==> config.mk <==
export PLATFORM = sky130hd
export DESIGN_NAME = m_uart_tx
export DESIGN_NICKNAME = d
export VERILOG_FILES = /design/src/rtl/m_uart_tx.sv
export SDC_FILE = /design/constraint.sdc
export NUM_CORES = 1
export LEC_CHECK = 0
export CAP_MARGIN = 5
export CORE_MARGIN = 2
export CORE_UTILIZATION = 53
export CTS_CLUSTER_SIZE = 40
export DETAILED_ROUTE_END_ITERATION = 12
export GPL_ROUTABILITY_DRIVEN = 0
export PLACE_DENSITY = 0.75
export SYNTH_ARGS = -nofsm -noshare
export SYNTH_HDL_FRONTEND = slang
export SYNTH_SLANG_ARGS = --single-unit
==> constraint.sdc <==
create_clock -name i_clk_p -period 2.3 [get_ports i_clk_p]
set_input_delay 0.46 -clock i_clk_p [delete_from_list [all_inputs] [get_ports i_clk_p]]
set_output_delay 0.46 -clock i_clk_p [all_outputs]
set_load 0.01 [all_outputs]
==> src/rtl/m_uart_tx.sv <==
// UART 8N1 transmitter with a 4-entry write FIFO.
// The line output is registered from the FSM state, so it trails the state by one clock.
module m_uart_tx #(
    parameter int UART_BPS_RATE = 115200,
    parameter int CLK_PERIORD   = 5
) (
    input  logic       i_clk_p,
    input  logic       i_rst_n,
    input  logic       i_tx_en,
    input  logic [7:0] i_tx_data,
    output logic       o_tx_ready,
    output logic       o_uart_tx,
    output logic       o_tx_busy,
    output logic       o_tx_done,
    output logic [2:0] o_fifo_cnt
);

    localparam int BIT_CYCLES = (1_000_000_000 / UART_BPS_RATE) / CLK_PERIORD;
    localparam int CNT_W      = (BIT_CYCLES > 1) ? $clog2(BIT_CYCLES) : 1;
    localparam logic [CNT_W-1:0] BIT_LAST = CNT_W'(BIT_CYCLES - 1);

    typedef enum logic [1:0] {IDLE, START, DATA, STOP} t_state;

    t_state           r_state;
    logic [7:0]       r_fifo [4];
    logic [1:0]       r_wptr;
    logic [1:0]       r_rptr;
    logic [2:0]       r_cnt;
    logic [CNT_W-1:0] r_bit_cnt;
    logic [2:0]       r_bit_idx;
    logic [7:0]       r_shift;
    logic             r_uart_tx;
    logic             r_tx_done;

    logic             w_wr;
    logic             w_pop;
    logic             w_bit_end;

    assign o_tx_ready = (r_cnt < 3'd4);
    assign w_wr       = i_tx_en && o_tx_ready;
    assign w_bit_end  = (r_bit_cnt == BIT_LAST);
    // A pop happens from IDLE, or on the last stop-bit cycle to chain frames without a gap.
    assign w_pop      = (r_cnt != 3'd0) &&
                        ((r_state == IDLE) || ((r_state == STOP) && w_bit_end));

    assign o_uart_tx  = r_uart_tx;
    assign o_tx_done  = r_tx_done;
    assign o_tx_busy  = (r_state != IDLE);
    assign o_fifo_cnt = r_cnt;

    always_ff @(posedge i_clk_p) begin
        if (w_wr) begin
            r_fifo[r_wptr] <= i_tx_data;
        end
    end

    always_ff @(posedge i_clk_p or posedge i_rst_n) begin
        if (i_rst_n) begin
            r_wptr <= 2'd0;
            r_rptr <= 2'd0;
            r_cnt  <= 3'd0;
        end else begin
            if (w_wr) begin
                r_wptr <= r_wptr + 2'd1;
            end
            if (w_pop) begin
                r_rptr <= r_rptr + 2'd1;
            end
            case ({w_wr, w_pop})
                2'b10:   r_cnt <= r_cnt + 3'd1;
                2'b01:   r_cnt <= r_cnt - 3'd1;
                default: r_cnt <= r_cnt;
            endcase
        end
    end

    always_ff @(posedge i_clk_p or posedge i_rst_n) begin
        if (i_rst_n) begin
            r_state   <= IDLE;
            r_bit_cnt <= '0;
            r_bit_idx <= 3'd0;
            r_shift   <= 8'd0;
            r_uart_tx <= 1'b1;
            r_tx_done <= 1'b0;
        end else begin
            r_tx_done <= (r_state == STOP) && w_bit_end;
            case (r_state)
                START:   r_uart_tx <= 1'b0;
                DATA:    r_uart_tx <= r_shift[0];
                default: r_uart_tx <= 1'b1;
            endcase

            case (r_state)
                IDLE: begin
                    r_bit_cnt <= '0;
                    r_bit_idx <= 3'd0;
                    if (w_pop) begin
                        r_shift <= r_fifo[r_rptr];
                        r_state <= START;
                    end
                end
                START: begin
                    if (w_bit_end) begin
                        r_bit_cnt <= '0;
                        r_bit_idx <= 3'd0;
                        r_state   <= DATA;
                    end else begin
                        r_bit_cnt <= r_bit_cnt + 1'b1;
                    end
                end
                DATA: begin
                    if (w_bit_end) begin
                        r_bit_cnt <= '0;
                        r_shift   <= {1'b0, r_shift[7:1]};
                        r_bit_idx <= r_bit_idx + 3'd1;
                        if (r_bit_idx == 3'd7) begin
                            r_state <= STOP;
                        end
                    end else begin
                        r_bit_cnt <= r_bit_cnt + 1'b1;
                    end
                end
                STOP: begin
                    if (w_bit_end) begin
                        r_bit_cnt <= '0;
                        if (w_pop) begin
                            r_shift <= r_fifo[r_rptr];
                            r_state <= START;
                        end else begin
                            r_state <= IDLE;
                        end
                    end else begin
                        r_bit_cnt <= r_bit_cnt + 1'b1;
                    end
                end
                default: r_state <= IDLE;
            endcase
        end
    end

endmodule

# ---- After elaboration in Yosys (flattened, before gate mapping)
# Memory sizes are Yosys's and may differ from the RTL's.
# Cells that the tools add are included.
dict set report totals {
  word_cells 63
  out_inout_bits 7
  mem_count 1
  reg_bits 33
  ram_bits 32
  input_bits 11
}
dict set report op_classes {
  order_cmp 1
  eq_ne 12
  muxes 20
  addsub 6
  n_reduce_logical 14
}
# name depth word_bits rd rd_clocked_by_memory_dff write_ports line
set mem_list {}
lappend mem_list {r_fifo 4 8 1 0 1 25} ;# logic [7:0] r_fifo [4];
# cell n
set op_table {}
lappend op_table {{two-way mux 8 bit} 3}
lappend op_table {{case mux 8 bit (3 select lines)} 1}
lappend op_table {{case mux 11 bit (2 select lines)} 1}
lappend op_table {{adder 11 x 1 -> 11 bit, second input constant} 1}
lappend op_table {{== test 11 bit, second input constant} 1}
lappend op_table {{two-way mux 11 bit} 1}
lappend op_table {{two-way mux 2 bit} 5}
lappend op_table {{!= test 2 bit, second input constant} 5}
lappend op_table {{case mux 3 bit (3 select lines)} 1}
lappend op_table {{nonzero test 3 bit} 3}
lappend op_table {{case mux 2 bit (4 select lines)} 1}
lappend op_table {{adder 3 x 1 -> 3 bit, second input constant} 2}
lappend op_table {{== test 2 bit, second input constant} 3}
lappend op_table {{two-way mux 3 bit} 2}
lappend op_table {{case mux 3 bit (2 select lines)} 1}
lappend op_table {{AND reduction 3 bit} 2}
lappend op_table {{AND reduction 5 bit} 1}
lappend op_table {{adder 2 x 1 -> 2 bit, second input constant} 2}
lappend op_table {{== test 2 x 1 -> 1 bit, second input constant} 2}
lappend op_table {{nonzero test 2 bit} 2}
lappend op_table {{== test 3 bit, second input constant} 1}
lappend op_table {{logical AND 1 bit} 3}
lappend op_table {{< comparator 3 bit, second input constant} 1}
lappend op_table {{two-way mux 1 bit} 3}
lappend op_table {{5 further kinds} 5}

# ---- Depth between registers and ports, before layout
# Gate-level depths: netlist (run 1).
dict set report logic_depth {
  depth_word 7
  mapped_depth 10
  ltp_nobuf 10
}

# ---- Worst setup path after synthesis (run 1)
# OpenSTA, ideal clock, no wires.
dict set report synth_timing {
  path_type {register to register}
  start {register r_bit_cnt[0]}
  end {register r_cnt[2] (netlist: o_fifo_cnt[2])}
  required_time_ns 2.220
  arrival_ns 2.320
  setup_ns 0.080
  setup_slack_ns -0.100
  stages_incl_launch_ff 11
  path_buffers 0
  synth_period_minus_slack_ns 2.400
  cell_sequence {dfrtp_1 > ha_1 > and4bb_2 > a41oi_1 > nor2_1 > ha_1 > inv_1 > fa_1 > xor2_1 > nor2_1 > xnor2_1}
}
dict set report synth_via {
  elab_chain_len 6
  elab_cells_between_ends 8
  classes_between {eq/ne (3); mux (1); reduce/logical (4)}
}
# element line
set synth_rtl {}
lappend synth_rtl {{from (decl)} 29} ;# logic [CNT_W-1:0] r_bit_cnt;
lappend synth_rtl {{from (signal assigned)} 108} ;# r_bit_cnt <= r_bit_cnt + 1'b1;
lappend synth_rtl {{from (signal assigned)} 120} ;# r_bit_cnt <= r_bit_cnt + 1'b1;
lappend synth_rtl {{from (signal assigned)} 133} ;# r_bit_cnt <= r_bit_cnt + 1'b1;
lappend synth_rtl {{== test 11 bit (*)} 41} ;# assign w_bit_end = (r_bit_cnt == BIT_LAST);
lappend synth_rtl {{logical AND 1 bit (*)} 44} ;# ((r_state == IDLE) || ((r_state == STOP) && w_bit_end));
lappend synth_rtl {{logical OR 1 bit (*)} 44}
lappend synth_rtl {{logical AND 1 bit (*)} 43} ;# assign w_pop = (r_cnt != 3'd0) &&
lappend synth_rtl {{named net w_pop} 36} ;# logic w_pop;
lappend synth_rtl {{== test 2 x 1 -> 1 bit or == test 2 bit (tied branches)} 69} ;# case ({w_wr, w_pop})
lappend synth_rtl {{case mux 3 bit (2 select lines) or nonzero test 2 bit (tied branches)} -}
lappend synth_rtl {{to (signal assigned)} 70} ;# 2'b10: r_cnt <= r_cnt + 3'd1;
lappend synth_rtl {{to (signal assigned)} 71} ;# 2'b01: r_cnt <= r_cnt - 3'd1;
lappend synth_rtl {{to (signal assigned)} 72} ;# default: r_cnt <= r_cnt;
lappend synth_rtl {{to (decl)} 28} ;# logic [2:0] r_cnt;
# Mark *: on every way through the listed nets, which the timed path passes. The rest lies on a longest branch.
# A chain may end at the register's enable or synchronous reset.

# ---- Worst setup path after layout (run 1)
dict set report layout_timing {
  start {register r_state[1]}
  end {output port o_tx_busy}
}
dict set report layout_via {
  elab_chain_len 1
}
# element line
set layout_rtl {}
lappend layout_rtl {{from (decl)} 24} ;# t_state r_state;
lappend layout_rtl {{from (signal assigned)} 79} ;# r_state <= IDLE;
lappend layout_rtl {{from (signal assigned)} 99} ;# r_state <= START;
lappend layout_rtl {{from (signal assigned)} 106} ;# r_state <= DATA;
lappend layout_rtl {{nonzero test 2 bit} 48} ;# assign o_tx_busy = (r_state != IDLE);
lappend layout_rtl {{to (decl)} 13} ;# output logic o_tx_busy,
# Every way passes these cells.

==> impl_metrics.env, run 1 <==
export IMPL_start_util_pct=55.87
export IMPL_setup_viol=0
export IMPL_hpwlAfterDp_mm=4.062
export IMPL_antenna_found_initial=0
export IMPL_grt_use_met1_pct=27.55
export IMPL_cap_violations=0
export IMPL_synth_edf_count=32
export IMPL_wl_per_cell_microns=16.55
export IMPL_hold_ws_ns=0.5011
export IMPL_synth_adder_area_share_pct=6.268
export IMPL_viasPerCell=5.549
export IMPL_cp_top_family="buffers and inverters"
export IMPL_peakVddDrop_uv=834.0
export IMPL_status="finished, final reports clean"
export IMPL_cts_tree="built"
export IMPL_hold_path_class="reg2reg"
export IMPL_layout_min_cycle_time_ns=2.229
export IMPL_core_sq_um=5574
export IMPL_path_buf_inv=4
export IMPL_cp_end_kind="output pin"
export IMPL_fin_tns_setup_ns=0
export IMPL_die_area_sq_um=6505
export IMPL_slowest_stage="clkdlybuf4s50_1"
export IMPL_syn_nets=246
export IMPL_slowest_delay_ns=0.53
export IMPL_finalWirelength_mm=5.728
export IMPL_drc=0
export IMPL_antenna_cells=0
export IMPL_synth_flop_cell="edfxtp_1"
export IMPL_core_rowCount=27
export IMPL_ctsLongestPathBuffers=2
export IMPL_muxShareOfSynthArea_pct=7.111
export IMPL_drive_gt1_share_pct=26.64
export IMPL_port_buffers=17
export IMPL_dr_pass1_iters=4
export IMPL_critical_path_class="reg2out"
export IMPL_finalNonFillerCells=346
export IMPL_grt_usage_pct=20.54
export IMPL_worstMarginPinSlew_ns=0.8022
export IMPL_synth_top_area_cell="edfxtp_1"
export IMPL_cts_root_buf="clkbuf_8"
export IMPL_grt_pass1_wl_mm=9.763
export IMPL_clk_latency_ns=0.35
export IMPL_cp_depth=5
export IMPL_r2r_start="r_bit_cnt[1]"
export IMPL_syn_area_sq_um=3114
export IMPL_boundaryPins=18
export IMPL_max_clock_freq_mhz=448.7
export IMPL_period_share_pct=96.91
export IMPL_cts_buffers=9
export IMPL_path_common_cell="inv_1"
export IMPL_grt_pass1_vias=2025
export IMPL_crit_path_start="r_state[1]"
export IMPL_r2r_cells=10
export IMPL_nets=296
export IMPL_ys_types=50
export IMPL_synth_seq_cells=65
export IMPL_htree_levels=3
export IMPL_r2r_end="o_fifo_cnt[2]"
export IMPL_finish_utilization_pct=68.48
export IMPL_cts_sinks=65
export IMPL_route_vias_total=1920
export IMPL_dp_cells=325
export IMPL_drtIter0Drc=117
export IMPL_synth_top_family_by_area="simple AND/OR/NAND/NOR gates"
export IMPL_yosysSeqAreaShare_pct=57.41
export IMPL_cts_hold_buffers=0
export IMPL_crit_fanout=6
export IMPL_cp_required_ns=1.84
export IMPL_busiest_layer="met2"
export IMPL_die_y_microns=80.66
export IMPL_synth_simple_area_share_pct=14.30
export IMPL_slew_viol_final=0
export IMPL_grt_util_met2_pct=31.50
export IMPL_area_delta_synth_final_pct=22.58
export IMPL_grtUsageMet3_pct=5.843
export IMPL_endpoint="o_tx_busy"
export IMPL_synth_compound_area_share_pct=8.116
export IMPL_syn_area_per_cell_sq_um=14.16
export IMPL_cp_start_kind="flop"
export IMPL_placed_cell_area_sq_um=3530
export IMPL_crit_chain="inv_1 > ha_1 > buf_4 > inv_1 > clkdlybuf4s50_1"
export IMPL_finClkSkew_ns=0.01067
export IMPL_arrival_ns=1.77
export IMPL_grt_ovfl_total=0
export IMPL_n_fill_cell=409
export IMPL_postRouteAntennaNets=0
export IMPL_power_density_nw_per_um2=1206
export IMPL_synth_area_leaders="edfxtp_1 (31%), dfrtp_1 (26%), mux4_2 (5.8%), ha_1 (5.6%), xor2_1 (2.2%)"
export IMPL_rrSetupSlack_ns=0.07
export IMPL_die_w_microns=80.66
export IMPL_p_leak_nw=1.495
export IMPL_async_reset_ff_share_pct=50.77
export IMPL_synth_xor_area_share_pct=4.219
export IMPL_yosysWarnings=0
export IMPL_path_clk_slew_ns=0.07
export IMPL_hold_violations=0
export IMPL_finalInstanceArea_sq_um=3817
export IMPL_synth_top_area_share_pct=30.86
export IMPL_maxSlewHeadroom_pct=46.20
export IMPL_syn_instance_count=220
export IMPL_grt_max_degree=34
cell type report:
| class | count | area, sq um | share of cell area, % |
|---|---|---|---|
| well taps | 72 | 90.09 | 2.360 |
| multi-input cells | 136 | 1274 | 33.37 |
| clock inverters | 6 | 116.4 | 3.048 |
| repair buffers | 44 | 372.9 | 9.767 |
| inverters | 14 | 52.55 | 1.377 |
| flip-flops and latches | 65 | 1788 | 46.84 |
| clock buffers | 9 | 123.9 | 3.245 |
cells in the mapped netlist (2+ instances only):
| master | n |
|---|---|
| mux2i_1 | 3 |
| nor4_1 | 2 |
| ha_1 | 14 |
| and4bb_2 | 2 |
| nand4_1 | 4 |
| o221a_1 | 6 |
| a21oi_1 | 2 |
| xor2_1 | 8 |
| and2_1 | 5 |
| inv_1 | 14 |
| nand4bb_4 | 2 |
| clkbuf_1 | 3 |
| a21o_1 | 2 |
| nor2_1 | 16 |
| o2bb2ai_1 | 2 |
| nand3_1 | 3 |
| and3_1 | 2 |
| nand2_1 | 7 |
| dfrtp_1 | 32 |
| nor3_1 | 5 |
| or2_2 | 6 |
| or3_1 | 3 |
| or4_1 | 2 |
| xnor2_1 | 7 |
| nor3b_1 | 2 |
| nand2b_1 | 2 |
| edfxtp_1 | 32 |
| o21ai_0 | 2 |
| mux4_2 | 8 |
| nor2b_1 | 2 |
power by group:
group          switching (W)  leakage (nW)  internal [W]
registers           0.000178         0.688       0.00148
clock network       0.000453         0.120      0.000721
logic               0.000875         0.687      0.000897
cell families (layout without fill, tap and decap cells):
group           after synthesis  in the layout
simple gates                 69             69
flops                        65             65
compound gates               25             25
buf+inv                      19             73
fa+ha+maj                    15             15
xor+xnor                     15             15
mux                          12             12
sequential cells by signal, indices dropped and copies added (netlist names):
| signal | flops |
|---|---|
| o_fifo_cnt | 3 |
| o_uart_tx | 1 |
| r_rptr | 2 |
| r_fifo | 32 |
| r_bit_idx | 3 |
| r_wptr | 2 |
| r_shift | 8 |
| r_bit_cnt | 11 |
| r_state | 2 |
| o_tx_done | 1 |
through the flow:
| step | setup slack [ns] | power (W) |
|---|---|---|
| after global routing | -0.05278 | 0.004885 |
| after detailed placement | -0.01659 | 0.003393 |
| after floorplan | 0.001017 | 0.002812 |
| after global placement | 0.1719 | 0.003315 |
| after CTS | 0.01310 | 0.004607 |
| final | 0.07114 | 0.004604 |
cell usage in the layout (no fill, tap or decap), types with 6 or more instances in the layout:
| cell | instances |
|---|---|
| mux4_2 | 8 |
| xnor2_1 | 7 |
| or2_2 | 6 |
| nor2_1 | 15 |
| ha_1 | 12 |
| clkdlybuf4s50_1 | 17 |
| o221a_1 | 6 |
| dfrtp_1 | 32 |
| nand2_1 | 7 |
| inv_1 | 14 |
| xor2_1 | 8 |
| clkbuf_8 | 9 |
| edfxtp_1 | 32 |
| buf_4 | 27 |
how the worst min path moves through the flow:
stage	start	endpoint	slack [ns]	cells after the start
4_1_cts	r_shift[6]	r_shift[6]	0.50	1
2_1_floorplan	r_shift[6]	r_shift[6]	0.46	1
3_5_place_dp	r_shift[6]	r_shift[6]	0.47	1
5_1_grt	r_shift[6]	r_shift[6]	0.51	1
6_report	r_shift[6]	r_shift[6]	0.50	1
3_3_place_gp	r_shift[6]	r_shift[6]	0.47	1
per-layer routing:
metal	routed length, microns	share of wire, %	vias up
met3	202	3.5	7
met4	93	1.6	0
met5	0	0	-
met2	2762	48	34
li1	-	-	921
met1	2669	47	958
timing repair:
action,in CTS,in global routing
pin swaps,0,6
buffers inserted,3,3
resized for setup,0,1
endpoints found under the setup margin,2,1
Power figures use the tool's default switching activity.
==> run 2: changes to the inputs <==
--- a/config.mk
+++ b/config.mk
@@ -7,11 +7,11 @@
 export LEC_CHECK = 0
 export CAP_MARGIN = 5
 export CORE_MARGIN = 2
-export CORE_UTILIZATION = 53
+export CORE_UTILIZATION = 48
 export CTS_CLUSTER_SIZE = 40
 export DETAILED_ROUTE_END_ITERATION = 12
 export GPL_ROUTABILITY_DRIVEN = 0
-export PLACE_DENSITY = 0.75
+export PLACE_DENSITY = 0.69
 export SYNTH_ARGS = -nofsm -noshare
 export SYNTH_HDL_FRONTEND = slang
 export SYNTH_SLANG_ARGS = --single-unit
==> run 2 against run 1 <==
  * First-iteration DRC count fell by 25%
  * Non-clock buffer count fell by 1
  * Flip-flop and latch count did not move
  * Combinational power fell by 3%
  * Clock power fell by 13%
  * Largest cell class unchanged
  * Via count fell by 2.0%
  * Critical path depth rose by 5
  * Clock-buffer cell count did not move
  * Register-to-register slack improved by 0.097 ns
  * Setup slack improved by 0.097 ns
  * Clock skew rose by 0.0029 ns
==> impl_metrics.env, run 2 (same netlist as run 1, synthesis figures left out) <==
export IMPL_worstMarginPinSlew_ns=0.7849
export IMPL_preCtsSetupSlack_ns=0.08095
export IMPL_maxSlewHeadroom_pct=47.36
export IMPL_die_y_microns=84.55
export IMPL_ctsLongestPathBuffers=2
export IMPL_rrSetupSlack_ns=0.17
export IMPL_antenna_cells=0
export IMPL_grt_ovfl_total=0
export IMPL_core_sq_um=6314
export IMPL_r2r_end="o_fifo_cnt[2]"
export IMPL_r2r_start="r_bit_cnt[0]"
export IMPL_fin_ws_ns=0.1683
export IMPL_cp_end_kind="flop"
export IMPL_slew_viol_final=0
export IMPL_cp_top_family="adder cells"
export IMPL_critical_path_class="reg2reg"
export IMPL_hold_path_class="in2async"
export IMPL_start_util_pct=49.33
export IMPL_path_buf_inv=1
export IMPL_grt_usage_pct=17.40
export IMPL_grt_max_degree=34
export IMPL_layout_commonest_cell="edfxtp_1"
export IMPL_antenna_found_initial=0
export IMPL_p_leak_nw=1.479
export IMPL_power_density_nw_per_um2=1160
export IMPL_top_regs="r_fifo x32, r_bit_cnt x11, r_shift x8"
export IMPL_crit_chain="ha_4 > and4bb_2 > a41oi_2 > nor2_2 > ha_2 > inv_1 > fa_1 > xor2_1 > nor2_1 > xnor2_1"
export IMPL_status="finished, final reports clean"
export IMPL_peakVddDrop_uv=730.7
export IMPL_wl_per_cell_microns=15.87
export IMPL_final_cell_mix="edfxtp_1 (32), dfrtp_1 (31), buf_4 (26)"
export IMPL_drc=0
export IMPL_largest_register_ffs=32
export IMPL_cts_tree="built"
export IMPL_layout_min_cycle_time_ns=2.132
export IMPL_route_vias_total=1881
export IMPL_clk_latency_ns=0.35
export IMPL_slowest_delay_ns=0.39
export IMPL_cts_root_buf="clkbuf_8"
export IMPL_htree_levels=3
export IMPL_dr_pass1_iters=4
export IMPL_cts_buffers=9
export IMPL_setup_viol=0
export IMPL_path_clk_slew_ns=0.08
export IMPL_finalWirelength_mm=5.570
export IMPL_regMostFlops="r_fifo"
export IMPL_cts_sinks=65
export IMPL_grt_pass1_wl_mm=9.591
export IMPL_cp_required_ns=2.56
export IMPL_hpwlAfterDp_mm=3.988
export IMPL_boundaryPins=18
export IMPL_period_share_pct=92.68
export IMPL_cap_violations=0
export IMPL_crit_path_start="r_bit_cnt[0]"
export IMPL_crit_fanout=2
export IMPL_viasPerCell=5.359
export IMPL_postRouteAntennaNets=0
export IMPL_finClkSkew_ns=0.01355
export IMPL_grt_pass1_vias=1890
export IMPL_die_w_microns=84.55
export IMPL_r2r_cells=10
export IMPL_die_area_sq_um=7149
export IMPL_drive_gt1_share_pct=26.64
export IMPL_rsz0062_at_grt="true"
export IMPL_cp_start_kind="flop"
export IMPL_cts_hold_buffers=0
export IMPL_area_delta_synth_final_pct=21.57
export IMPL_slowest_stage="dfrtp_2"
export IMPL_core_rowCount=29
export IMPL_port_buffers=17
export IMPL_nets=295
export IMPL_drtIter0Drc=88
export IMPL_max_clock_freq_mhz=469.1
export IMPL_fin_tns_setup_ns=0
export IMPL_arrival_ns=2.39
export IMPL_hold_violations=0
## run 2: what timing repair did
action	4_1_cts	5_1_grt
gates resized for setup	0	2
pin swaps	0	1
setup buffers	2	3
endpoints found under the setup margin	1	2
## run 2: layout make-up
cell class	instances	area [sq um]
clock buffers	9	123.9
clock inverters	7	85.08
fillers	511	2527
inverters	14	52.55
multi-input cells	136	1271
flip-flops and latches	65	1789
well taps	77	96.34
repair buffers	43	367.9
## run 2: worst min-delay path, stage by stage
cell	delay, ns
clkdlybuf4s50_1	0.39
inv_1	0.05
buf_4	0.37
## run 2: worst max path at each step
stage	slack, ns	end	cells after the start
3_3_place_gp	0.16	o_fifo_cnt[2]	10
2_1_floorplan	0.001	o_fifo_cnt[2]	10
6_report	0.17	o_fifo_cnt[2]	10
3_5_place_dp	0.08	o_fifo_cnt[2]	10
5_1_grt	-0.001	o_fifo_cnt[2]	10
4_1_cts	0.04	o_tx_busy	5
## run 2: report_power, final
part	switching (W)	total [W]	internal [W]
clock	0.000497	0.00102	0.000523
sequential	0.000178	0.00166	0.00148
combinational	0.000839	0.00171	0.000875
total	0.00151	0.00439	0.00288
## run 2: metal layers
metal  vias up  global-route usage, %  part of all wire (%)  wire (microns)
li1        924                      -                     -               -
met5         -                      0                     0               0
met2        23                  24.48                    46            2550
met3        10                  4.916                   3.1             171
met1       924                  25.67                    49            2741
met4         0                  6.926                   1.9             107
## run 2: stage by stage
stage	std cells	hold slack (ns)	cell area [sq um]	total power (W)	utilization, %
2_1_floorplan	220	0.4560	3139	0.002812	-
3_3_place_gp	330	0.4729	3536	0.003326	56.00
3_5_place_dp	330	0.4824	3536	0.003369	56.00
4_1_cts	348	0.5005	3760	0.004420	59.55
5_1_grt	351	0.5262	3786	0.004726	59.97
6_report	351	0.4979	3786	0.004393	59.97
==> run 3: changes to the inputs <==
--- a/config.mk
+++ b/config.mk
@@ -12,6 +12,7 @@
 export DETAILED_ROUTE_END_ITERATION = 12
 export GPL_ROUTABILITY_DRIVEN = 0
 export PLACE_DENSITY = 0.69
+export SKIP_CTS_REPAIR_TIMING = 1
 export SYNTH_ARGS = -nofsm -noshare
 export SYNTH_HDL_FRONTEND = slang
 export SYNTH_SLANG_ARGS = --single-unit
==> run 3 against run 2 <==
  * Maximum frequency increased by 0.17%
  * Largest cell class unchanged
  * Core utilization increased by 0.46 points
  * Combinational power increased by 3%
  * Total power is 1.1% higher
  * Register-to-register slack hardly changed
  * Sequential share of layout area shrank 0.32 points
  * Non-clock buffer count up 3
  * Clock-buffer cell count unchanged
==> impl_metrics.env, run 3 (same netlist as run 1, synthesis figures left out) <==
export IMPL_slowest_delay_ns=0.39
export IMPL_crit_fanout=2
export IMPL_setup_viol=0
export IMPL_path_buf_inv=1
export IMPL_cp_start_kind="flop"
export IMPL_period_share_pct=92.53
export IMPL_route_vias_total=1897
export IMPL_cp_top_family="adder cells"
export IMPL_preCtsSetupSlack_ns=0.08095
export IMPL_grt_pass1_wl_mm=9.570
export IMPL_dp_cells=330
export IMPL_p_leak_nw=1.489
export IMPL_start_util_pct=49.33
export IMPL_cts_root_buf="clkbuf_8"
export IMPL_finClkSkew_ns=0.01328
export IMPL_grt_ovfl_total=0
export IMPL_switching_share_pct=34.35
export IMPL_core_rowCount=29
export IMPL_fin_ws_ns=0.1718
export IMPL_area_delta_synth_final_pct=22.50
export IMPL_p_comb_share_pct=39.6
export IMPL_hold_violations=0
export IMPL_cp_required_ns=2.56
export IMPL_finalNonFillerCells=354
export IMPL_worstMarginPinSlew_ns=0.7855
export IMPL_cts_buffers=9
export IMPL_critical_path_class="reg2reg"
export IMPL_ctsLongestPathBuffers=2
export IMPL_antenna_cells=0
export IMPL_drive_gt1_share_pct=28.52
export IMPL_maxSlewHeadroom_pct=47.32
export IMPL_rsz0062_at_grt="false"
export IMPL_dr_pass1_iters=4
export IMPL_largest_register_ffs=32
export IMPL_max_clock_freq_mhz=469.9
export IMPL_wl_per_cell_microns=15.95
export IMPL_viasPerCell=5.359
export IMPL_status="finished, final reports clean"
export IMPL_n_fill_cell=501
export IMPL_layout_commonest_cell="edfxtp_1"
export IMPL_drc=0
export IMPL_seq_power_share_pct=37.5
export IMPL_peakVddDrop_uv=728.6
export IMPL_hpwlAfterDp_mm=3.988
export IMPL_postRouteAntennaNets=0
export IMPL_cts_sinks=65
export IMPL_hold_ws_ns=0.4976
export IMPL_die_w_microns=84.55
export IMPL_layout_min_cycle_time_ns=2.128
export IMPL_cts_tree="built"
export IMPL_die_area_sq_um=7149
export IMPL_finalWirelength_mm=5.648
export IMPL_slowest_stage="dfrtp_2"
export IMPL_antenna_found_initial=0
export IMPL_grt_pass1_vias=1885
export IMPL_crit_chain="ha_4 > and4bb_2 > a41oi_2 > nor2_2 > ha_2 > inv_1 > fa_1 > xor2_1 > nor2_1 > xnor2_1"
export IMPL_final_cell_mix="edfxtp_1 (32), dfrtp_1 (30), buf_4 (29)"
export IMPL_top_regs="r_fifo x32, r_bit_cnt x11, r_shift x8"
export IMPL_cap_violations=0
export IMPL_grt_max_degree=34
export IMPL_power_density_nw_per_um2=1164
export IMPL_core_sq_um=6314
export IMPL_htree_levels=3
export IMPL_nets=298
export IMPL_clkPwrFrac_pct=22.9
export IMPL_hold_path_class="reg2reg"
export IMPL_boundaryPins=18
export IMPL_regMostFlops="r_fifo"
export IMPL_path_clk_slew_ns=0.08
export IMPL_slew_viol_final=0
export IMPL_clk_latency_ns=0.35
export IMPL_drtIter0Drc=81
export IMPL_p_sw_w=0.001526
export IMPL_arrival_ns=2.39
export IMPL_internal_power_w=0.002916
export IMPL_port_buffers=17
export IMPL_cp_end_kind="flop"
export IMPL_die_y_microns=84.55
export IMPL_grt_usage_pct=17.38
==> run 3: cell types whose count changed in the layout (fill, tap and decap cells not counted), sizes merged <==
cell / change
buf: +3
==> run 3: layer usage <==
layer  track usage [%]  wire [microns]
met5                 0               0
met4             6.926             107
met3             4.916             185
met2             24.48            2597
met1             25.61            2757
==> run 3: path summary, 6_finish.rpt <==
check                        startpoint            end  slack, ns  cells after the start
setup / recovery           r_bit_cnt[0]  o_fifo_cnt[2]       0.17                     10
hold / removal               r_shift[6]     r_shift[6]       0.50                      1
setup reg to reg           r_bit_cnt[0]  o_fifo_cnt[2]       0.17                     10
hold reg to reg              r_shift[6]     r_shift[6]       0.50                      1
max in group asynchronous       i_rst_n      o_uart_tx       1.44                      3
min in group asynchronous       i_rst_n      r_wptr[1]       0.51                      3
==> run 3: power groups by stage <==
stage | Clock [W] | Combinational (W) | Sequential [W]
floorplan | 0 | 0.00117 | 0.00164
finish | 0.00102 | 0.00176 | 0.00167
detailed placement | 0 | 0.00166 | 0.00171
global placement | 0 | 0.00163 | 0.00169
global route | 0.00110 | 0.00197 | 0.00170
CTS | 0.00104 | 0.00166 | 0.00168
==> run 3: worst register-to-register path: stages, from the launching register on <==
cell and delay [ns]:
dfrtp_2 0.39, ha_4 0.13, and4bb_2 0.25, a41oi_2 0.14
nor2_2 0.13, ha_2 0.20, inv_1 0.05, fa_1 0.37
xor2_1 0.15, nor2_1 0.12, xnor2_1 0.14
==> run 3: cell type report <==
cell class,count,area (sq um),area share [%]
clock buffers,9,123.9,3.247
well taps,77,96.34,2.525
repair buffers,46,390.4,10.23
multi-input cells,136,1276,33.45
clock inverters,7,85.08,2.230
flip-flops and latches,65,1790,46.93
inverters,14,52.55,1.378
==> run 3: per-stage QoR <==
| step | total power (W) | instance area, sq um | util [%] | TNS [ns] |
|---|---|---|---|---|
| finish | 0.004442 | 3815 | 60.42 | 0 |
| global route | 0.004779 | 3815 | 60.42 | 0 |
| CTS | 0.004393 | 3745 | 59.31 | -0.09469 |
| detailed placement | 0.003369 | 3536 | 56.00 | 0 |
| global placement | 0.003326 | 3536 | 56.00 | 0 |
| floorplan | 0.002812 | 3139 | - | 0 |
